### src/rtl/alu_arbiter.sv
// alu_arbiter: two-requester front end for a single shared ALU.
// One operation is in flight at a time: IDLE (grant/accept) -> EXEC (capture
// ALU outputs) -> RESP (hold result until the owner consumes it).
//
// Ports:
//   clk, reset                  clock, async active-high reset
//   reqN_valid/ready/a/b/f      operation request from requester N
//   rspN_valid/ready/result/flags  response to requester N ({ov, c, n, z})
//   alu_a/alu_b/alu_f           operands to the shared ALU (registered)
//   alu_result, alu_*           combinational ALU outputs
//   busy                        high whenever not IDLE
module alu_arbiter #(
  parameter bit RR_EN = 1'b1   // 1: round-robin on ties, 0: requester 0 always wins
) (
  input  logic        clk,
  input  logic        reset,
  input  logic        req0_valid,
  output logic        req0_ready,
  input  logic [31:0] req0_a,
  input  logic [31:0] req0_b,
  input  logic [2:0]  req0_f,
  input  logic        req1_valid,
  output logic        req1_ready,
  input  logic [31:0] req1_a,
  input  logic [31:0] req1_b,
  input  logic [2:0]  req1_f,
  output logic        rsp0_valid,
  input  logic        rsp0_ready,
  output logic [31:0] rsp0_result,
  output logic [3:0]  rsp0_flags,
  output logic        rsp1_valid,
  input  logic        rsp1_ready,
  output logic [31:0] rsp1_result,
  output logic [3:0]  rsp1_flags,
  output logic [31:0] alu_a,
  output logic [31:0] alu_b,
  output logic [2:0]  alu_f,
  input  logic [31:0] alu_result,
  input  logic        alu_zero,
  input  logic        alu_overflow,
  input  logic        alu_carry,
  input  logic        alu_negative,
  output logic        busy
);

  typedef enum logic [1:0] {IDLE, EXEC, RESP} state_t;

  state_t      state;
  logic [31:0] op_a, op_b, res;
  logic [2:0]  op_f;
  logic [3:0]  flg;
  logic        owner;       // requester whose op is in flight
  logic        last_grant;  // requester most recently accepted
  logic        grant0, grant1;

  // Tie goes to requester 0 when fixed priority, or when requester 1 had the
  // last grant under round-robin. Reset value of last_grant=1 makes the first
  // tie go to requester 0.
  always_comb begin
    grant0 = req0_valid && (!req1_valid || !RR_EN || last_grant);
    grant1 = req1_valid && !grant0;
  end

  assign req0_ready = (state == IDLE) && grant0;
  assign req1_ready = (state == IDLE) && grant1;

  always_ff @(posedge clk or posedge reset) begin
    if (reset) begin
      state      <= IDLE;
      op_a       <= '0;
      op_b       <= '0;
      op_f       <= '0;
      res        <= '0;
      flg        <= '0;
      owner      <= 1'b0;
      last_grant <= 1'b1;
    end else begin
      case (state)
        IDLE: begin
          if (req0_ready) begin
            op_a       <= req0_a;
            op_b       <= req0_b;
            op_f       <= req0_f;
            owner      <= 1'b0;
            last_grant <= 1'b0;
            state      <= EXEC;
          end else if (req1_ready) begin
            op_a       <= req1_a;
            op_b       <= req1_b;
            op_f       <= req1_f;
            owner      <= 1'b1;
            last_grant <= 1'b1;
            state      <= EXEC;
          end
        end
        EXEC: begin
          res   <= alu_result;
          flg   <= {alu_overflow, alu_carry, alu_negative, alu_zero};
          state <= RESP;
        end
        RESP: begin
          // only the owner's ready completes the handshake
          if (owner ? rsp1_ready : rsp0_ready) state <= IDLE;
        end
        default: state <= IDLE;
      endcase
    end
  end

  assign alu_a       = op_a;
  assign alu_b       = op_b;
  assign alu_f       = op_f;
  assign rsp0_valid  = (state == RESP) && !owner;
  assign rsp1_valid  = (state == RESP) && owner;
  assign rsp0_result = res;
  assign rsp1_result = res;
  assign rsp0_flags  = flg;
  assign rsp1_flags  = flg;
  assign busy        = (state != IDLE);

endmodule

### config.mk
export PLATFORM = sky130hd
export DESIGN_NAME = alu_arbiter
export DESIGN_NICKNAME = d
export VERILOG_FILES = /design/src/rtl/alu_arbiter.sv
export SDC_FILE = /design/constraint.sdc
export NUM_CORES = 1
export LEC_CHECK = 0
export CAP_MARGIN = 40
export CORE_AREA = 2 2 123 125
export CTS_CLUSTER_SIZE = 14
export DETAILED_ROUTE_END_ITERATION = 8
export DIE_AREA = 0 0 125 127
export GPL_TIMING_DRIVEN = 0
export MAX_ROUTING_LAYER = met4
export PLACE_DENSITY = 0.75
export SYNTH_ARGS = -nofsm -noshare
export SYNTH_HDL_FRONTEND = slang
export SYNTH_SLANG_ARGS = --single-unit
### constraint.sdc
create_clock -name clk -period 10.1 [get_ports clk]
set_input_delay 2.02 -clock clk [delete_from_list [all_inputs] [get_ports clk]]
set_output_delay 2.02 -clock clk [all_outputs]
set_load 0.01 [all_outputs]
# Word-level counts from Yosys, hierarchy flattened
# Cells that the tools add are included.
# W data, S select, Z words.
[word_totals]
reg_bits = 107
output_inout_bits = 144
input_bits = 176
wordCells = 40
[classes]
reduce_logical = 15
n_mux = 13
eq_ne = 4
[op_table]
columns = ["cell", "count"]
rows = [
  ["$mux W32", 4],
  ["$logic_and A1 B1 Y1", 6],
  ["$mux W2", 3],
  ["$mux W3", 2],
  ["$pmux W2 S3", 1],
  ["$reduce_and A2 Y1", 2],
  ["$reduce_bool A2 Y1", 2],
  ["$logic_not A1 Y1", 3],
  ["$mux W1", 3],
  ["$ne A3 B3 Y1 const B", 1],
  ["$eq A2 B1 Y1 const B", 1],
  ["$eq A2 B2 Y1 const B", 1],
  ["$logic_not A2 Y1", 1],
  ["$ne A2 B2 Y1 const B", 1],
  ["$logic_or A1 B1 Y1", 1],
]

# Logic depth before layout (Yosys ltp)
# Gate-level depths: netlist of the first run.
[depth]
depth_word = 9
mapped_depth = 6
depth_no_buf = 4

# Worst setup path after synthesis of the first run
# OpenSTA, ideal clock, no wires.
[synth_timing]
path_kind = "input-to-output"
startpoint = "input port req0_valid"
endpoint = "output port req1_ready"
setup_slack_ns = 5.562
t_arrival_ns = 2.518
required_time_ns = 8.080
cell_stages = 4
path_buffers = 2
cell_sequence = "nand2_1 -> and3_4 -> buf_6 -> buf_2"
[synth_between]
elab_chain_len = 4
[synth_rtl]
columns = ["item", "line", "rtl"]
rows = [
  ["start, declared", "17", "input logic req0_valid,"],
  ["$logic_and A1 B1 Y1", "60", "grant0 = req0_valid && (!req1_valid || !RR_EN || last_grant);"],
  ["$logic_not A1 Y1", "61", "grant1 = req1_valid && !grant0;"],
  ["$logic_and A1 B1 Y1", "61", ""],
  ["$logic_and A1 B1 Y1", "65", "assign req1_ready = (state == IDLE) && grant1;"],
  ["end, declared", "23", "output logic req1_ready,"],
]
# Every way passes these cells.

# Final worst setup path of the first run
[layout_timing]
startpoint = "input port req1_valid"
endpoint = "output port req0_ready"
[layout_between]
elab_chain_len = 4
[layout_rtl]
columns = ["item", "line", "rtl"]
rows = [
  ["start, declared", "22", "input logic req1_valid,"],
  ["$logic_not A1 Y1", "60", ""],
  ["$logic_or A1 B1 Y1", "60", ""],
  ["$logic_and A1 B1 Y1", "60", ""],
  ["$logic_and A1 B1 Y1", "64", "assign req0_ready = (state == IDLE) && grant0;"],
  ["end, declared", "18", "output logic req0_ready,"],
]
# Every way passes these cells.

==> results of run 1 <==
cell families after synthesis:
kind of cell | Yosys count | share of synthesized area
flops | 107 | 0.5537
simple gates | 13 | 0.01526
compound gates | 137 | 0.2457
mux | 37 | 0.08611
buf+inv | 73 | 0.09930
power groups by stage:
stage | combinational (mW) | sequential [mW] | clock (mW)
finish | 1.55 | 0.792 | 0.353
global route | 1.64 | 0.817 | 0.381
CTS | 1.57 | 0.792 | 0.361
detailed placement | 1.56 | 0.796 | 0
global placement | 1.53 | 0.782 | 0
floorplan | 0.665 | 0.869 | 0
per-layer routing:
metal,up-vias,track usage
met5,-,-
met4,0,0.08431
li1,2019,-
met1,2182,0.2422
met2,222,0.3801
met3,31,0.04648
sequential cells by signal, summed over array words and instances (netlist names):
signal	flops
alu_f	3
owner	1
alu_a	32
last_grant	1
rsp0_result	32
state	2
rsp0_flags	4
alu_b	32
metrics by stage:
stage | cell area (sq um) | worst slack (ps) | util | hold WS, ps
final | 8582 | 4350 | 0.5950 | 538.9
after global routing | 8582 | 4256 | 0.5950 | 567.3
after CTS | 8582 | 4341 | 0.5950 | 543.3
after detailed placement | 8292 | 4348 | 0.5749 | 526.9
after global placement | 8262 | 3670 | 0.5728 | 513.8
after floorplan | 4838 | 5264 | - | 499.6
area by class of cell:
type,count,area (sq um),area share
plain buffers,70,469.2,0.05467
clock buffers,13,250.2,0.02916
clock inverters,3,40.04,0.004665
inverters,3,13.76,0.001604
multi-input cells,187,1679,0.1957
flip-flops and latches,107,2679,0.3121
well taps,184,230.2,0.02683
repair buffers,320,3221,0.3753
worst paths after layout:
check | startpoint | slack (ps) | to
min in group asynchronous | reset | 2120 | rsp0_result[21]
max in group asynchronous | reset | 7250 | last_grant
worst min register to register | rsp0_result[31] | 540 | rsp0_result[31]
worst min-delay path | rsp0_result[31] | 540 | rsp0_result[31]
worst max-delay path | req1_valid | 4350 | req0_ready
worst max register to register | state[0] | 8410 | alu_a[19]
layout by cell type (no fill, tap or decap):
master             n
clkdlybuf4s50_1  319
dfrtp_1          106
o21a_1            67
a221o_1           67
mux2_2            37
buf_4             37
buf_2             18
clkbuf_1          12
clkbuf_16          9
buf_6              6
nor2_1             6
nand2b_1           3
a21oi_1            2
clkinv_2           2
nor2_4             1
and3_1             1
nand2_1            1
and3_4             1
inv_2              1
inv_1              1
inv_4              1
o21ai_0            1
clkbuf_8           1
bufinv_16          1
dfstp_2            1
buf_16             1
worst max-delay path: cells and delay by family:
kind / cells / cell delay (ps)
buf+inv: 4 / 1460
simple gates: 2 / 250
==> results.md, run 1 <==
* Number of inserted diodes at 0
* Initial antenna violation count at 0
* Min-Delay Path Class: register to register
* Crit Path Category: input port to output pin
* Via count at 4454
* CTS Root Cell: clkbuf_16
* Max VDD drop at 138.0 uV
* Comb power frac at 0.574
* PD cells at 313.5 nW/um^2
* Internal Power at 1.797 mW
* Top Layer Used: met4
* Startpoint Class: input port
* First-pass GRT wire length at 25960 microns
* Skew final at 13.08 ps
* Port Buf Inserts at 319
* Clock group share of total power at 0.131
* Ys async rst share at 1.000
* Mapped Area at 4838 sq um
* Setup TNS at 0 ps
* Seq pwr share at 0.294
* Post-synth top flop: dfrtp_1
* Slowest CP cell: clkdlybuf4s50_1
* Cell variety after synth at 19
* Met3 Wirelength at 1109 microns
* Vias in the first global route at 4798
* Synth area leader: dfrtp_1
* Sw power at 893.8 uW
* Die area at 15880 sq um
* WL/cell at 19.24 microns
* Top-count cell post-synth: dfrtp_1
* Max_cap viols at 0
* Largest net degree at the start of global routing at 58
* Total leakage power at 3.577 nW
* Status: completed
* CP peak stage delay at 550 ps
* Number of I/O pins at 320
* Final Hold Viols at 0
* Clk_lat worst skew at 350 ps
* Synth warnings at 0
* Hpwl dp at 13230 microns
* Switching share of total power at 0.3322
* Tightest Pin Transition at 675.3 ps
* Clk sinks at 107
* Worst-case reg-to-reg path depth at 5
* Synth Register Bits at 107
* Critical-path cell list: clkdlybuf4s50_1, nand2b_1, and3_1, buf_2, buf_4, clkdlybuf4s50_1
* Gr ovfl total at 0
* Fin nets at 874
* Die height at 127 microns
* H-Tree Level Count at 3
* CP arrival at 3730 ps
* Most frequent CP cell: clkdlybuf4s50_1
* Cts bufs inserted at 9
* Row count at 44
* Die width at 125 microns
* Share of cells above drive strength 1 at 0.1664
* Synth top area cells: dfrtp_1, a221o_1, o21a_1, mux2_2, buf_4
* Bufs on Longest Clock Path at 2
* Pwr Total at 2.691 mW
* CTS tree: built
* Clock Pin Slew Worst Setup and Hold Paths at 60 ps
* Slew margin rel. at 0.5498
* CTS resizes at 0
* Maximum clock rate at 173.9 MHz
* Met1 wire length at 6645 microns
* Post-synth EDFFs at 0
* Area Growth Syn to Fin at 77.37%
* Synthesized instance count at 367
* Starting Density at 0.3354
* Syn Area/Cell at 13.18 sq um
* Synth cell count leaders: dfrtp_1, a221o_1, o21a_1, buf_4, mux2_2
* CP Capture Type: output pin
* DR WL met2 at 8915 microns
* Sequential share of the synthesized area at 0.5537
* Total GRT Usage at 0.2164
* Detailed Routing Iterations Pass 1 at 4
* Initial DRC count at 225
* Max Slew Vio Count at 0
* Core Area at 14420 sq um
* WL final at 17070 microns
* Cell count after placement at 871
* Final Critical Period at 5751 ps
* Setup-failing EPs final at 0
* Critical Path Fanout Max at 10
* DR vias/cell at 5.021
* Syn_nets at 543
* Top cell type's share of synthesized area at 0.5482
* Non-Filler Instances at 887
* Fillers at 1211
* Hold buffer count at cts at 0
* DR DRC count at 0
* Required time of the worst setup path at 8080 ps
* Hold Crit Depth at 1
* Post-CTS setup buffer count at 0
* Placer Congestion at 0.8360
* Final ANT Viol Nets at 0
* RSZ-0062 raised after global routing: false
* Tcrit/Tclk final at 0.5694
(Power assumes the default switching activity.)
==> inputs of run 2 (changes only) <==
CORE_AREA = default   (was 2 2 123 125)
CORE_UTILIZATION = 33   (was default)
DIE_AREA = default   (was 0 0 125 127)
PLACE_DENSITY = 0.78   (was 0.75)
clock period = 5.03 ns   (was 10.1 ns; I/O delays follow)
==> run 2 against run 1 <==
Hold slack got worse by 6.7 ps. Final area rose by 0.39%. Largest cell class unchanged. Highest routed layer unchanged. Via count up 0.34%. Power increased by 100%. Global-route usage increased by 0.093 points. Count of clock-buffer cells in the layout down 1.
==> results.md, run 2 (same netlist as run 1, synthesis figures left out) <==
* Cts bufs inserted at 9 (unchanged)
* Row count at 43 (-2.3%)
* Startpoint Class: input port
* Total leakage power at 3.592 nW (+0.42%)
* Crit path buffers/inverters at 4 (unchanged)
* Max_cap viols at 0 (unchanged)
* CP Capture Type: output pin
* Max Slew Vio Count at 0 (unchanged)
* Final Critical Period at 3759 ps
* Setup WS pre-CTS at 1282 ps (-3066 ps)
* Total GRT Usage at 0.2173 (+0.0009272)
* Tcrit/Tclk final at 0.7474
* WL/cell at 18.34 microns (-4.7%)
* Post-route setup slack at 1271 ps (-3079 ps)
* Stages on worst setup path at 5 (-1)
* CP peak stage delay at 590 ps (+40 ps)
* R2R setup slack at 3420 ps (-4990 ps)
* Final Hold Viols at 0 (unchanged)
* Placer Congestion at 0.8264 (-1.1%)
* PD cells at 631.1 nW/um^2 (+100%)
* Final Util at 0.6112 (+0.01623)
* Setup TNS at 0 ps (unchanged)
* Die width at 123.1 microns (-1.5%)
* Number of I/O pins at 320 (unchanged)
* Clock Pin Slew Worst Setup and Hold Paths at 70 ps (about the same)
* Clk sinks at 107 (unchanged)
* Initial antenna violation count at 0 (unchanged)
* Seq pwr share at 0.291 (-0.003)
* Worst-case reg-to-reg path depth at 6 (+1)
* Share of cells above drive strength 1 at 0.1693 (+0.002845)
* CTS resizes at 0 (unchanged)
* Switching share of total power at 0.3248 (-0.007401)
* Slew margin rel. at 0.5808 (+0.03101)
* Die area at 15150 sq um (-4.6%)
* Maximum clock rate at 266.0 MHz
* Final ANT Viol Nets at 0 (unchanged)
* Vias in the first global route at 4602 (-4.1%)
* Largest net degree at the start of global routing at 62 (+6.9%)
* Clk_lat worst skew at 350 ps (about the same)
* Skew final at 7.354 ps (-5.729 ps)
* DR DRC count at 0 (unchanged)
* Bufs on Longest Clock Path at 2 (unchanged)
* Most frequent CP cell: clkdlybuf4s50_1
* Commonest non-fill, non-tap cell in the layout: clkdlybuf4s50_1
* Required time of the worst setup path at 4020 ps (-4060 ps)
* Status: completed
* Number of inserted diodes at 0 (unchanged)
* Initial DRC count at 179 (-20%)
* Crit Path Category: input port to output pin
* Hpwl dp at 12670 microns (-4.3%)
* CP arrival at 2750 ps (-980 ps)
* Fin nets at 874 (unchanged)
* RSZ-0062 raised after global routing: false
* Via count at 4469 (+0.34%)
* Fillers at 1143 (-5.6%)
* Gr ovfl total at 0 (unchanged)
* First-pass GRT wire length at 24050 microns (-7.3%)
* Core Area at 14100 sq um (-2.3%)
* Critical-path cell list: clkdlybuf4s50_1, and3_4, buf_6, buf_2, clkdlybuf4s50_1
* CTS tree: built
* Hold Crit Depth at 1 (unchanged)
* Min-Delay Path Class: register to register
* Non-Filler Instances at 883 (-0.45%)
* Sw power at 1.766 mW (+98%)
* H-Tree Level Count at 3 (unchanged)
* Cell count after placement at 867 (-0.46%)
* Kind of cell adding the most delay to the critical path: buffers and inverters
* Critical Path Fanout Max at 10 (unchanged)
* Tightest Pin Transition at 628.8 ps (-46.52 ps)
* Comb power frac at 0.566 (-0.008)
* Die height at 123.1 microns (-3.1%)
* Starting Density at 0.3432 (+0.007801)
* Internal Power at 3.671 mW (+100%)
* Post-CTS setup buffer count at 0 (unchanged)
* Hold buffer count at cts at 0 (unchanged)
* Clock group share of total power at 0.143 (+0.012)
* Setup-failing EPs final at 0 (unchanged)
* Max VDD drop at 281.4 uV (+100%)
* WL final at 16200 microns (-5.1%)
* Detailed Routing Iterations Pass 1 at 4 (unchanged)
* Slowest CP cell: clkdlybuf4s50_1
* CTS Root Cell: clkbuf_16
* Port Buf Inserts at 319 (unchanged)
* Area Growth Syn to Fin at 78.07%
* DR vias/cell at 5.061 (+0.79%)
* Commonest cells after routing, fill and taps aside: clkdlybuf4s50_1, dfrtp_1, o21a_1, a221o_1
## run 2: changes by cell type in the layout (fill, tap and decap cells not counted)
cell	delta
clkinvlp_4	+1
bufinv_16	+1
clkinv_2	-1
clkbuf_1	-2
clkbuf_8	+1
## run 2: per-stage QoR
step / power, mW / hold WS [ps] / instance area [sq um]
CTS: 5.491 / 526.8 / 8616
detailed placement: 4.697 / 514.9 / 8287
finish: 5.437 / 532.2 / 8616
global route: 5.750 / 544.7 / 8616
floorplan: 3.081 / 499.6 / 4838
global placement: 4.609 / 513.3 / 8257
## run 2: cell type report
class	count	area (sq um)	share of cell area
clock buffers	12	256.5	0.02977
inverters	3	13.76	0.001597
multi-input cells	187	1679	0.1949
flip-flops and latches	107	2679	0.3109
well taps	180	225.2	0.02614
clock inverters	4	72.57	0.008423
plain buffers	70	469.2	0.05446
repair buffers	320	3221	0.3738
## run 2: power by group through the flow
| stage | clock network, mW | logic, mW | registers, mW |
|---|---|---|---|
| after floorplan | 0 | 1.34 | 1.75 |
| after global placement | 0 | 3.04 | 1.57 |
| after detailed placement | 0 | 3.10 | 1.59 |
| after CTS | 0.793 | 3.11 | 1.59 |
| after global routing | 0.825 | 3.29 | 1.63 |
| final | 0.776 | 3.08 | 1.58 |
## run 2: worst paths after layout
check	startpoint	endpoint
setup reg to reg	last_grant	alu_b[19]
min in group asynchronous	reset	rsp0_result[19]
hold / removal	rsp0_result[14]	rsp0_result[14]
hold reg to reg	rsp0_result[14]	rsp0_result[14]
max in group asynchronous	reset	alu_a[10]
setup / recovery	req1_valid	req1_ready
## run 2: layer usage
| metal | wire length (microns) | vias to the layer above | GRT usage |
|---|---|---|---|
| li1 | - | 2031 | - |
| met3 | 1248 | 25 | 0.04613 |
| met1 | 6158 | 2199 | 0.2411 |
| met5 | 0 | - | - |
| met4 | 331 | 0 | 0.08057 |
| met2 | 8460 | 214 | 0.3831 |
==> inputs of run 3 (changes only) <==
clock period = 3.07 ns   (was 5.03 ns; I/O delays follow)
==> run 3 against run 2 <==
Combinational power up 64%. Clock power increased by 47%. Hold slack gained 3.4 ps. Power increased by 61%. Critical path depth up 1. Cell count grew 0.23%. Register-to-register slack worse by 2000 ps. Non-clock buffer count up 2.
==> results.md, run 3 (same netlist as run 1, synthesis figures left out) <==
* WL/cell at 18.48 microns (+0.72%)
* DR vias/cell at 5.051 (-0.20%)
* First-pass GRT wire length at 24460 microns (+1.7%)
* Die height at 123.1 microns (unchanged)
* Number of I/O pins at 320 (unchanged)
* CTS resizes at 0 (unchanged)
* Commonest non-fill, non-tap cell in the layout: clkdlybuf4s50_1
* Maximum clock rate at 336.0 MHz
* Required time of the worst setup path at 2460 ps (-1560 ps)
* CTS tree: built
* Fin nets at 876 (+0.23%)
* Gr ovfl total at 0 (unchanged)
* Worst hold start: rsp0_flags[0]
* Share of cells above drive strength 1 at 0.1702 (+0.0009382)
* Setup-failing EPs final at 0 (unchanged)
* Pwr Total at 8.779 mW (+61%)
* Max_cap viols at 0 (unchanged)
* Bufs on Longest Clock Path at 2 (unchanged)
* Die area at 15150 sq um (unchanged)
* Post-CTS setup buffer count at 0 (unchanged)
* Startpoint Class: input port
* Total GRT Usage at 0.2200 (+0.002661)
* CTS Root Cell: clkbuf_16
* Crit Path Category: input port to output pin
* CP peak stage delay at 550 ps (-40 ps)
* Row count at 43 (unchanged)
* Most frequent CP cell: clkdlybuf4s50_1
* WL final at 16350 microns (+0.95%)
* Slew margin rel. at 0.5589 (-0.02192)
* Max Slew Vio Count at 0 (unchanged)
* Area Growth Syn to Fin at 78.04% (about the same)
* Origin of the critical flop-to-flop path: state[0]
* Final Critical Period at 2977 ps
* Port Buf Inserts at 319 (unchanged)
* Max VDD drop at 458.8 uV (+63%)
* Hold buffer count at cts at 0 (unchanged)
* Clock Pin Slew Worst Setup and Hold Paths at 70 ps (about the same)
* Status: completed
* Hpwl dp at 12950 microns (+2.2%)
* Kind of cell adding the most delay to the critical path: buffers and inverters
* Largest net degree at the start of global routing at 33 (-47%)
* Reg-to-reg endpoint: alu_a[23]
* Final ANT Viol Nets at 0 (unchanged)
* Worst-case reg-to-reg path depth at 5 (-1)
* Total leakage power at 3.591 nW (about the same)
* Commonest cells after routing, fill and taps aside: clkdlybuf4s50_1, dfrtp_1, o21a_1, a221o_1
* Cell count after placement at 869 (+0.23%)
* Non-Filler Instances at 885 (+0.23%)
* Core Area at 14100 sq um (unchanged)
* Initial antenna violation count at 0 (unchanged)
* Critical Path Fanout Max at 10 (unchanged)
* Clk_lat worst skew at 340 ps (about the same)
* Starting Density at 0.3432 (unchanged)
* Slowest CP cell: clkdlybuf4s50_1
* Placer Congestion at 0.7962 (-3.7%)
* Initial DRC count at 150 (-16%)
* H-Tree Level Count at 3 (unchanged)
* Die width at 123.1 microns (unchanged)
* Skew final at 9.051 ps (+1.697 ps)
* DR DRC count at 0 (unchanged)
* Tcrit/Tclk final at 0.9696
* Cts bufs inserted at 9 (unchanged)
* R2R setup slack at 1440 ps (-1980 ps)
* Detailed Routing Iterations Pass 1 at 4 (unchanged)
* Vias in the first global route at 4684 (+1.8%)
* Via count at 4470 (+0.022%)
* Min-Delay Path Class: register to register
* Setup TNS at 0 ps (unchanged)
* CP arrival at 2360 ps (-390 ps)
* Hold Crit Depth at 1 (unchanged)
* PD cells at 1019 nW/um^2 (+61%)
* Number of inserted diodes at 0 (unchanged)
* Critical-path cell list: clkdlybuf4s50_1, nand2b_1, and3_1, buf_2, buf_4, clkdlybuf4s50_1
* Final Hold Viols at 0 (unchanged)
* Crit path buffers/inverters at 4 (unchanged)
* Hold Path End: rsp0_flags[0]
* Clk sinks at 107 (unchanged)
* CP Capture Type: output pin
* RSZ-0062 raised after global routing: false
* Tightest Pin Transition at 660.3 ps (+31.49 ps)
[run 3: cell count changes in the layout (fill, tap and decap cells not counted), sizes merged]
cell / before / now
buf: 62 / 64
bufinv: 2 / 1
clkbuf: 21 / 20
clkinv: 1 / 4
inv: 3 / 2
[run 3: worst reg2reg max path: cells and delay by family (launching register included)]
family	cells	cell delay (ps)
buf+inv	2	390
compound gates	2	540
flops	1	420
simple gates	1	190
[run 3: cell type report]
type	instances	area, sq um
well taps	180	225.2
fillers	1108	5482
flip-flops and latches	107	2679
repair buffers	322	3261
clock inverters	5	53.80
plain buffers	70	469.2
clock buffers	11	232.7
multi-input cells	187	1679
inverters	3	15.01
[run 3: per-layer routing]
| layer | GRT usage | routed length (microns) |
|---|---|---|
| met3 | 0.04566 | 1257 |
| met2 | 0.3894 | 8549 |
| met1 | 0.2449 | 6227 |
| met5 | - | 0 |
| met4 | 0.07756 | 318 |
[run 3: report_power, final]
| part | switching (mW) | internal (mW) |
|---|---|---|
| Sequential | 0.467 | 2.13 |
| Combinational | 1.91 | 3.13 |
| Clock | 0.506 | 0.631 |
| Total | 2.89 | 5.89 |
[run 3: worst max-delay path by stage]
| stage | slack [ps] | from | cells after the start | endpoint |
|---|---|---|---|---|
| final | 90 | req1_valid | 6 | req0_ready |
| after floorplan | 1170 | reset | 1 | alu_a[0] |
| after global routing | 8 | req1_valid | 6 | req0_ready |
| after CTS | 70 | req1_valid | 6 | req0_ready |
| after global placement | 100 | reset | 2 | alu_b[30] |
| after detailed placement | 90 | req1_valid | 6 | req0_ready |
[run 3: stage by stage]
stage            util  area (sq um)  setup slack (ps)  hold slack, ps
2_1_floorplan       -          4842              1169           499.6
3_3_place_gp   0.5860          8260             95.98           511.8
3_5_place_dp   0.5908          8328             93.09           524.8
4_1_cts        0.6111          8615             66.50           542.5
5_1_grt        0.6111          8615             8.195           557.0
6_report       0.6111          8615             93.41           535.6
